$ cat src/rtl/qdi_pkg.sv
// Shared types and helpers for the QDI 1-of-4 receiver: FSM states and rail decoding.
package qdi_pkg;

    typedef enum logic [1:0] {
        S_IDLE,
        S_WAIT_VALID,
        S_WAIT_NEUTRAL
    } state_t;

    function automatic logic is_onehot4(input logic [3:0] v);
        return (v != 4'd0) && ((v & (v - 4'd1)) == 4'd0);
    endfunction

    function automatic logic [1:0] dec1of4(input logic [3:0] v);
        logic [1:0] d;
        d = 2'd0;
        case (v)
            4'b0010: d = 2'd1;
            4'b0100: d = 2'd2;
            4'b1000: d = 2'd3;
            default: d = 2'd0;
        endcase
        return d;
    endfunction

endpackage

$ cat src/rtl/qdi_rx_fifo.sv
// Synchronous FIFO holding decoded tokens; dout is the registered head, zero while empty.
module qdi_rx_fifo #(
    parameter int DEPTH = 4,
    parameter int WIDTH = 2
) (
    input  logic                     clk,
    input  logic                     rst_n,
    input  logic                     push,
    input  logic                     pop,
    input  logic [WIDTH-1:0]         din,
    output logic [WIDTH-1:0]         dout,
    output logic                     full,
    output logic                     empty,
    output logic [$clog2(DEPTH):0]   fill
);
    localparam int AW = $clog2(DEPTH);

    logic [WIDTH-1:0] r_mem [DEPTH];
    logic [AW:0]      r_wptr;
    logic [AW:0]      r_rptr;
    logic             w_do_push;
    logic             w_do_pop;

    // Full is judged on registered occupancy, so a same-cycle pop never admits a push.
    assign fill      = r_wptr - r_rptr;
    assign full      = (fill == (AW + 1)'(DEPTH));
    assign empty     = (fill == '0);
    assign w_do_push = push && !full;
    assign w_do_pop  = pop && !empty;
    assign dout      = empty ? '0 : r_mem[r_rptr[AW-1:0]];

    always_ff @(posedge clk) begin
        if (!rst_n) begin
            r_wptr <= '0;
            r_rptr <= '0;
        end else begin
            if (w_do_push) r_wptr <= r_wptr + 1'b1;
            if (w_do_pop)  r_rptr <= r_rptr + 1'b1;
        end
    end

    always_ff @(posedge clk) begin
        if (w_do_push) r_mem[r_wptr[AW-1:0]] <= din;
    end

endmodule

$ cat src/rtl/qdi_1of4_sync_rx.sv
// Clocked sink for a 4-phase QDI 1-of-4 channel: rail synchroniser, enable handshake FSM,
// token decode into a valid/ready FIFO, accepted-token counter and sticky multi-hot error.
module qdi_1of4_sync_rx
    import qdi_pkg::*;
#(
    parameter int SYNC_STAGES = 2,
    parameter int DEPTH       = 4,
    parameter int CNT_W       = 16
) (
    input  logic                   CLK,
    input  logic                   RESET,
    input  logic [3:0]             Rx,
    output logic                   Rxe,
    output logic [1:0]             dout,
    output logic                   dout_valid,
    input  logic                   dout_ready,
    output logic [$clog2(DEPTH):0] fill,
    output logic [CNT_W-1:0]       tok_cnt,
    output logic                   err_multihot
);
    logic [3:0] r_sync [SYNC_STAGES];
    state_t     r_state;
    logic       r_idle_arm;
    logic       r_rxe;
    logic [CNT_W-1:0] r_tok_cnt;
    logic       r_err;

    logic [3:0] w_srx;
    logic       w_onehot;
    logic       w_multi;
    logic       w_full;
    logic       w_empty;
    logic       w_push;
    logic       w_pop;

    always_ff @(posedge CLK) begin
        if (!RESET) begin
            for (int i = 0; i < SYNC_STAGES; i++) r_sync[i] <= 4'd0;
        end else begin
            r_sync[0] <= Rx;
            for (int i = 1; i < SYNC_STAGES; i++) r_sync[i] <= r_sync[i-1];
        end
    end

    assign w_srx    = r_sync[SYNC_STAGES-1];
    assign w_onehot = is_onehot4(w_srx);
    assign w_multi  = (w_srx != 4'd0) && !w_onehot;
    assign w_push   = (r_state == S_WAIT_VALID) && w_onehot && !w_full;
    assign w_pop    = dout_valid && dout_ready;

    // A full FIFO leaves Rxe high, so the sender keeps its rails up until space appears.
    always_ff @(posedge CLK) begin
        if (!RESET) begin
            r_state    <= S_IDLE;
            r_idle_arm <= 1'b0;
            r_rxe      <= 1'b0;
            r_tok_cnt  <= '0;
            r_err      <= 1'b0;
        end else begin
            case (r_state)
                S_IDLE: begin
                    r_idle_arm <= 1'b1;
                    if (r_idle_arm) begin
                        r_rxe   <= 1'b1;
                        r_state <= S_WAIT_VALID;
                    end
                end
                S_WAIT_VALID: begin
                    if (w_push) begin
                        r_tok_cnt <= r_tok_cnt + 1'b1;
                        r_rxe     <= 1'b0;
                        r_state   <= S_WAIT_NEUTRAL;
                    end else if (w_multi) begin
                        r_err   <= 1'b1;
                        r_rxe   <= 1'b0;
                        r_state <= S_WAIT_NEUTRAL;
                    end
                end
                S_WAIT_NEUTRAL: begin
                    if (w_srx == 4'd0) begin
                        r_rxe   <= 1'b1;
                        r_state <= S_WAIT_VALID;
                    end
                end
                default: begin
                    r_rxe   <= 1'b0;
                    r_state <= S_IDLE;
                end
            endcase
        end
    end

    qdi_rx_fifo #(
        .DEPTH (DEPTH),
        .WIDTH (2)
    ) u_fifo (
        .clk   (CLK),
        .rst_n (RESET),
        .push  (w_push),
        .pop   (w_pop),
        .din   (dec1of4(w_srx)),
        .dout  (dout),
        .full  (w_full),
        .empty (w_empty),
        .fill  (fill)
    );

    assign dout_valid   = !w_empty;
    assign Rxe          = r_rxe;
    assign tok_cnt      = r_tok_cnt;
    assign err_multihot = r_err;

endmodule

$ cat config.mk
export PLATFORM = sky130hd
export DESIGN_NAME = qdi_1of4_sync_rx
export DESIGN_NICKNAME = d
export VERILOG_FILES = /design/src/rtl/qdi_pkg.sv /design/src/rtl/qdi_rx_fifo.sv /design/src/rtl/qdi_1of4_sync_rx.sv
export SDC_FILE = /design/constraint.sdc
export NUM_CORES = 1
export LEC_CHECK = 0
export ABC_AREA = 1
export BUFFER_PORTS_ARGS = -buffer_cell sky130_fd_sc_hd__buf_2
export CAP_MARGIN = 20
export CORE_ASPECT_RATIO = 2
export CORE_MARGIN = 3
export CORE_UTILIZATION = 56
export DETAILED_ROUTE_END_ITERATION = 16
export PLACE_DENSITY = 0.81
export REMOVE_ABC_BUFFERS = 1
export SLEW_MARGIN = 30
export SYNTH_ARGS = -nofsm -noshare
export SYNTH_HDL_FRONTEND = slang
export SYNTH_SLANG_ARGS = --single-unit
$ cat constraint.sdc
create_clock -name CLK -period 2.5 [get_ports CLK]
set_input_delay 0.5 -clock CLK [delete_from_list [all_inputs] [get_ports CLK]]
set_output_delay 0.5 -clock CLK [all_outputs]
set_load 0.01 [all_outputs]
==> run metrics, run 1 <==
status=finished clean; capturing element type of the critical path=output port; initial core utilization=58.74%; highest-count cells in the layout ignoring fill and taps=sky130_fd_sc_hd__nand2_1 (73), sky130_fd_sc_hd__inv_1 (43), sky130_fd_sc_hd__dfxtp_1 (36); count of TritonRoute iterations in the first routing pass=4; DP Wirelength=3314 um; fraction of power spent switching nets=37.60%; dpl ws=0.3082 ns; top-level I/O count=31; floorplan die height=93.92 um; max-cap viol count=0; std cell rows=31; area inside the core boundary=3685 sq um; first-pass GRT wire length=7410 um; share of synthesized cell area in full adder, half adder and majority cells=4.971%; Avg Synthesized Cell Area=7.542 sq um; power per standard cell area=836.7 nW/um^2; data required time of the critical path=2.00 ns; number of vias after detailed routing=1,910; count of cells along the worst hold path=3; area fraction in and, or, nand and nor cells after synthesis=26.82%; later-pin clock latency in the skew report=0.30 ns; critical path data arrival time=1.86 ns; Max Fanout on Critical Path=5; CP max-delay cell=sky130_fd_sc_hd__dfxtp_2; layout overhead on the synthesized area=12.89%; global-route track usage on met1=19.14%; r2r worst-path depth=12; cell mode on critical path=sky130_fd_sc_hd__nand2_1; ys async rst share=0%; maximum level of the CTS H-tree=2; count of final hold-check violations=0; part of the cycle the worst path needs=94.54%; synthesized netlist cell count=287; final critical delay including setup and external delays=2.364 ns; share of post-route cells with drive strength above 1=17.19%; clock buffer count from CTS=5; sequential-to-total area share from yosys stat=45.32%; die span in x=49.96 um; upper clock frequency limit=423.1 MHz; fin nets=334; final cell count without fillers=369; Design Power=2.045 mW; startpoint kind of the worst setup timing path=flip-flop; Via density=5.176; maximum root-to-sink buffer count=2; part of the power in registers=43.5%; final antenna-violating net count=0; Tot GR Track Use=21.05%; aggregate global routing overflow=0; EDFF count, synth=8; Setup WS post-layout=0.1365 ns; setup repair after global routing missed its margin=no; number of clock sinks=45; power dissipated by switching net loads=0.7688 mW; number of input and output port buffers inserted=30; placed cell count=360; met2 Resource Use GR=40.49%; vias in the first global route=1,763; parity-gate share of the synthesized area counting xor and xnor cells=2.832%; count of synthesis-stage warnings from yosys=0; Post-Syn Area=2165 sq um; post-synthesis cell type count=28; transition time of the tightest slew-check pin=0.4389 ns; Compound-Gate Fraction of Synth Area=10.29%; CTS tree=yes; met3 track demand over resource in global routing=4.134%; power share of the clock group=22.0%; commonest non-fill, non-tap cell in the layout=sky130_fd_sc_hd__nand2_1; number of inserted diodes=0; average wire per cell in the routed design=12.15 um; die area=4692 sq um; slowest stage delay, CP=0.34 ns; largest net degree at the start of global routing=26; Worst-path clk slew=0.08 ns; cell at the root of the clock tree=sky130_fd_sc_hd__clkbuf_8; worst min path class=in2reg; headroom to the max-slew limit=70.74%; cell-internal power=1.276 mW; antenna violations before repair=0; final clock skew=0.001891 ns; DR DRC count=0; Crit Path Class=reg2out; power share of the combinational group=34.5%; Slew Viols, Final=0; post-detailed-routing wire length=4484 um; multiplexer share of the synthesized area=0%; gp weighted congestion=0.8690; sum of negative setup slack=0 ns; number of failing setup endpoints in the final timing report=0; cell-by-cell listing of the critical path=inv_2, ha_1, fa_2, inv_1, nand2_1, nand2_1, nand2_1, nand2_1, nand2_2, nand2_1, inv_1, buf_2; combinational family with the most area after synthesis=simple AND/OR/NAND/NOR gates; GR peak layer=met2; register bit total from synthesis=45; worst voltage drop across the vdd grid=0.6979 mV; most used flip-flop cell after synthesis=sky130_fd_sc_hd__dfxtp_1; P_leak=1.111 nW; drt initial violations=33
-- logic make-up (layout without fill, tap and decap cells) --
group                      count (synthesis)  in the layout
adders and majority gates                  8              8
and+or+nand+nor                          136            136
buffers and inverters                     51             84
AOI/OAI and AO/OA                         40             40
xor gates and xnor gates                   7              7
DFF                                       45             45
-- worst max-delay path, delay by kind of cell (launching register included) --
kind / cells / cell delay (ns)
fa+ha+maj: 2 / 0.53
simple gates: 6 / 0.42
flops: 1 / 0.34
buf+inv: 4 / 0.27
-- per-stage QoR --
step / hold slack, ns / util, % / area (sq um)
after detailed placement: 0.3999 / 63.46 / 2338
after global routing: 0.3736 / 66.32 / 2444
after global placement: 0.4015 / 63.46 / 2338
after CTS: 0.3704 / 65.98 / 2431
final: 0.3780 / 66.32 / 2444
after floorplan: 0.3900 / - / 2127
-- power groups by stage --
stage               clock, mW  sequential (mW)  combinational [mW]
finish                  0.449            0.890               0.705
global route            0.486            0.903               0.805
CTS                     0.461            0.889               0.692
detailed placement          0            0.904               0.688
global placement            0            0.900               0.660
floorplan                   0            0.894               0.475
-- registers in the layout, indices dropped and copies added, names as in the netlist, named ones only --
register / cells
r_sync: 8
u_fifo.r_rptr: 3
err_multihot: 1
r_state: 2
u_fifo.r_wptr: 3
Rxe: 1
r_idle_arm: 1
tok_cnt: 16
u_fifo.r_mem: 8
-- cells in the mapped netlist (3+ instances only) --
library cell	n	share of area (%)
sky130_fd_sc_hd__nand2_1	74	13
sky130_fd_sc_hd__inv_1	44	7.6
sky130_fd_sc_hd__dfxtp_1	37	34
sky130_fd_sc_hd__nor2_1	31	5.4
sky130_fd_sc_hd__a21oi_1	20	4.6
sky130_fd_sc_hd__nand3_1	13	3.0
sky130_fd_sc_hd__o21ai_0	13	3.0
sky130_fd_sc_hd__edfxtp_1	8	11
sky130_fd_sc_hd__ha_1	7	4.0
sky130_fd_sc_hd__nor3_1	6	1.4
sky130_fd_sc_hd__xor2_1	6	2.4
sky130_fd_sc_hd__a21oi_2	3	1.2
sky130_fd_sc_hd__clkbuf_1	3	0.52
sky130_fd_sc_hd__nand2_2	3	0.87
-- final timing paths --
path                            startpoint                       to  slack (ns)
min                                  Rx[3]  r_sync[0][3]$_SDFF_PN0_        0.38
max          u_fifo.r_wptr[0]$_SDFFE_PN0P_                  dout[1]        0.14
min reg2reg        r_sync[0][3]$_SDFF_PN0_  r_sync[0][7]$_SDFF_PN0_        0.42
max reg2reg  u_fifo.r_wptr[0]$_SDFFE_PN0P_  r_state[0]$_SDFFE_PN0P_        0.37
-- layout make-up --
class	instances	area, sq um
fillers	327	1241
flip-flops and latches	45	982.2
multi-input cells	191	977.2
inverters	45	173.9
repair buffers	31	157.7
clock buffers	5	68.82
well taps	49	61.31
clock inverters	3	22.52
-- metal layers --
| metal | share of wire [%] | up-vias |
|---|---|---|
| met5 | 0 | - |
| met4 | 3.6 | 0 |
| met3 | 4.6 | 13 |
| met2 | 57 | 61 |
| met1 | 35 | 873 |
| li1 | - | 963 |
-- timing repair --
| item | 4_1_cts | 5_1_grt |
|---|---|---|
| gates cloned | 0 | 0 |
| gates resized for setup | 1 | 3 |
| hold buffers | 0 | 0 |
| setup endpoints to repair | 2 | 3 |
| buffers inserted | 0 | 1 |
Power figures use the tool's default switching activity.
==> run 2, diff against run 1 <==
- CORE_UTILIZATION: 56 -> 57
- PLACE_DENSITY: 0.81 -> 0.82
- SYNTH_HIERARCHICAL: unset -> 1
==> run 2 against run 1 <==
Final area increased by 7.0%; setup slack got worse by 0.013 ns; clock skew increased by 0.0044 ns; global-route usage increased by 0.25 points; count of clock-buffer cells in the layout increased by 1; cell count increased by 11%; via count increased by 8.6%; sequential cell count decreased by 1; sequential share of layout area decreased by 3.4 points; largest cell class is now multi-input combinational cells.
==> run metrics, run 2 <==
later-pin clock latency in the skew report=0.30 ns (about the same); count of TritonRoute iterations in the first routing pass=4 (unchanged); upper clock frequency limit=420.8 MHz (-0.53%); cts hold-fix bufs=0 (unchanged); commonest non-fill, non-tap cell in the layout=sky130_fd_sc_hd__nand2_1; layout overhead on the synthesized area=15.16%; data required time of the critical path=2.00 ns (about the same); floorplan die height=95.24 um (+1.4%); headroom to the max-slew limit=68.09% (-2.6 points); initial core utilization=60.95% (+2.2 points); transition time of the tightest slew-check pin=0.4746 ns (+0.03562 ns); post-detailed-routing wire length=4641 um (+3.5%); Avg Synthesized Cell Area=7.071 sq um (-6.3%); max reg flops=16 (unchanged); Slew Viols, Final=0 (unchanged); Via density=5.071 (-2.0%); largest net degree at the start of global routing=27 (+3.8%); P_leak=1.265 nW (+14%); final cell count without fillers=409 (+11%); first-pass GRT wire length=7790 um (+5.1%); vias in the first global route=1,959 (+11%); critical path data arrival time=1.88 ns (+0.02 ns); commonest cells in the synthesized netlist=sky130_fd_sc_hd__nand2_1 (84), sky130_fd_sc_hd__inv_1 (53), sky130_fd_sc_hd__nor2_1 (45); maximum root-to-sink buffer count=2 (unchanged); final critical delay including setup and external delays=2.376 ns (+0.01270 ns); number of failing setup endpoints in the final timing report=0 (unchanged); part of the power in registers=41.1% (-2.4 points); number of input and output port buffers inserted=30 (unchanged); area inside the core boundary=3724 sq um (+1.1%); drt initial violations=27 (-18%); Worst-path clk slew=0.09 ns (about the same); Max Fanout on Critical Path=4 (-1); setup repair after global routing missed its margin=no; die area=4821 sq um (+2.7%); share of post-route cells with drive strength above 1=17.50% (+0.31 points); average wire per cell in the routed design=11.35 um (-6.6%); CTS tree=yes; register bit total from synthesis=44 (-2.2%); Tot GR Track Use=21.31% (+0.25 points); power per standard cell area=770.1 nW/um^2 (-8.0%); DR DRC count=0 (unchanged); number of inserted diodes=0 (unchanged); startpoint kind of the worst setup timing path=flip-flop; cell-internal power=1.294 mW (+1.4%); std cell rows=31 (unchanged); capturing element type of the critical path=output port; number of clock sinks=44 (-2.2%); fin nets=374 (+12%); Design Power=2.013 mW (-1.6%); final clock skew=0.006309 ns (+0.004418 ns); fraction of power spent switching nets=35.70% (-1.9 points); top-level I/O count=31 (unchanged); cell at the root of the clock tree=sky130_fd_sc_hd__clkbuf_8; Post-Route Utilization=70.19% (+3.9 points); Post-Syn Area=2270 sq um (+4.9%); count leader, synth=sky130_fd_sc_hd__nand2_1; sequential-to-total area share from yosys stat=42.34% (-3.0 points); part of the cycle the worst path needs=95.05% (+0.51 points); number of vias after detailed routing=2,074 (+8.6%); count of final hold-check violations=0 (unchanged); area share of the largest cell type after synthesis=31.75% (-2.5 points); area of the multi-input gates=1075 sq um (+10%); power share of the clock group=25.6% (+3.6 points); status=finished clean; antenna violations before repair=0 (unchanged); maximum level of the CTS H-tree=2 (unchanged); aggregate global routing overflow=0 (unchanged); final antenna-violating net count=0 (unchanged); worst voltage drop across the vdd grid=0.4905 mV (-30%); die span in x=50.62 um (+1.3%); ys async rst share=0% (unchanged); placed cell count=400 (+11%); combined flip-flop and latch cell area=962.2 sq um (-2.0%); cell types occupying the most area after synthesis=sky130_fd_sc_hd__dfxtp_1 (32%), sky130_fd_sc_hd__nand2_1 (14%), sky130_fd_sc_hd__edfxtp_1 (11%), sky130_fd_sc_hd__inv_1 (8.8%), sky130_fd_sc_hd__nor2_1 (7.4%); power share of the combinational group=33.3% (-1.2 points); layout filler cell count=326 (-0.31%); clock buffer count from CTS=5 (unchanged); Crit Path Class=reg2out; Hold Worst Slack=0.3750 ns (-0.003048 ns); DP Wirelength=3577 um (+7.9%); worst min path class=in2reg; cell taking the most area after synthesis=sky130_fd_sc_hd__dfxtp_1; gp weighted congestion=0.8715 (+0.29%); EDFF count, synth=8 (unchanged); power dissipated by switching net loads=0.7185 mW (-6.5%); max-cap viol count=0 (unchanged); most used flip-flop cell after synthesis=sky130_fd_sc_hd__dfxtp_1; count of synthesis-stage warnings from yosys=6 (+6); highest-count cells in the layout ignoring fill and taps=sky130_fd_sc_hd__nand2_1 (84), sky130_fd_sc_hd__inv_1 (51), sky130_fd_sc_hd__nor2_1 (44); synthesized netlist cell count=321 (+12%); post-synthesis cell type count=30 (+7.1%)
==> run 2: cell types whose count changed in the layout (fill, tap and decap cells not counted), moves of 5 or more <==
| cell | previous run | this run |
|---|---|---|
| sky130_fd_sc_hd__nor2_1 | 31 | 44 |
| sky130_fd_sc_hd__nand3_1 | 13 | 25 |
| sky130_fd_sc_hd__nand2_1 | 73 | 84 |
| sky130_fd_sc_hd__inv_1 | 43 | 51 |
| sky130_fd_sc_hd__o21ai_0 | 13 | 8 |
| sky130_fd_sc_hd__xor2_1 | 6 | 1 |
==> run 2: worst paths after layout <==
kind / cells after the start / slack [ns] / end / startpoint
max: 9 / 0.12 / dout[0] / u_fifo/r_wptr[0]$_SDFFE_PN0P_
min: 3 / 0.37 / r_sync[0][0]$_SDFF_PN0_ / Rx[0]
max reg2reg: 16 / 0.22 / u_fifo/r_mem[3][0]$_DFFE_PP_ / u_fifo/r_wptr[0]$_SDFFE_PN0P_
min reg2reg: 2 / 0.42 / r_sync[0][7]$_SDFF_PN0_ / r_sync[0][3]$_SDFF_PN0_
==> run 2: kinds of logic after synthesis <==
| kind of cell | after synthesis | share of synthesized area [%] |
|---|---|---|
| buffers and inverters | 60 | 10.64 |
| adders and majority gates | 8 | 4.741 |
| AOI/OAI and AO/OA | 31 | 7.387 |
| DFF | 44 | 42.34 |
| xor gates and xnor gates | 3 | 1.158 |
| and+or+nand+nor | 175 | 33.74 |
==> run 2: timing repair <==
item | in CTS | in global routing
cloned | 0 | 0
pin swaps | 0 | 2
buffers inserted | 0 | 1
endpoints found under the hold margin | 0 | 0
setup endpoints to repair | 1 | 29
gates resized for setup | 1 | 7
==> run 2: area by class of cell <==
class	count	area share, %
Multi-Input combinational cell	217	41.12
Tap cell	49	2.346
Inverter	56	8.042
Clock inverter	2	0.6223
Clock buffer	6	3.590
Timing Repair Buffer	35	7.468
Sequential cell	44	36.81
==> run 2: power by group through the flow <==
| stage | clock network [mW] | logic [mW] | registers [mW] |
|---|---|---|---|
| 2_1_floorplan | 0 | 0.434 | 0.843 |
| 3_3_place_gp | 0 | 0.615 | 0.841 |
| 3_5_place_dp | 0 | 0.633 | 0.843 |
| 4_1_cts | 0.530 | 0.640 | 0.827 |
| 5_1_grt | 0.556 | 0.751 | 0.835 |
| 6_report | 0.516 | 0.669 | 0.827 |
==> run 2: per-stage QoR <==
stage	setup slack [ns]	instance area, sq um	setup TNS [ns]
after floorplan	-0.1462	2238	-1.155
after global placement	0.1901	2480	0
after detailed placement	0.08829	2480	0
after CTS	0.02609	2590	0
after global routing	0.01335	2614	0
final	0.1238	2614	0
==> run 2: metal layers <==
layer | up-vias | track usage [%] | wire length [um]
met5 | - | 0 | 0
li1 | 1077 | - | -
met2 | 35 | 42.79 | 2722
met4 | 0 | 12.13 | 125
met1 | 952 | 18.49 | 1642
met3 | 10 | 4.069 | 150
==> run 2: critical path: stages (launching register included) <==
cell and delay [ns]:
sky130_fd_sc_hd__dfxtp_2 0.33, sky130_fd_sc_hd__inv_1 0.07, sky130_fd_sc_hd__ha_2 0.19, sky130_fd_sc_hd__fa_2 0.53, sky130_fd_sc_hd__nand2_1 0.06, sky130_fd_sc_hd__inv_2 0.08
sky130_fd_sc_hd__nand3_4 0.08, sky130_fd_sc_hd__nand2_1 0.07, sky130_fd_sc_hd__inv_1 0.03, sky130_fd_sc_hd__buf_2 0.12
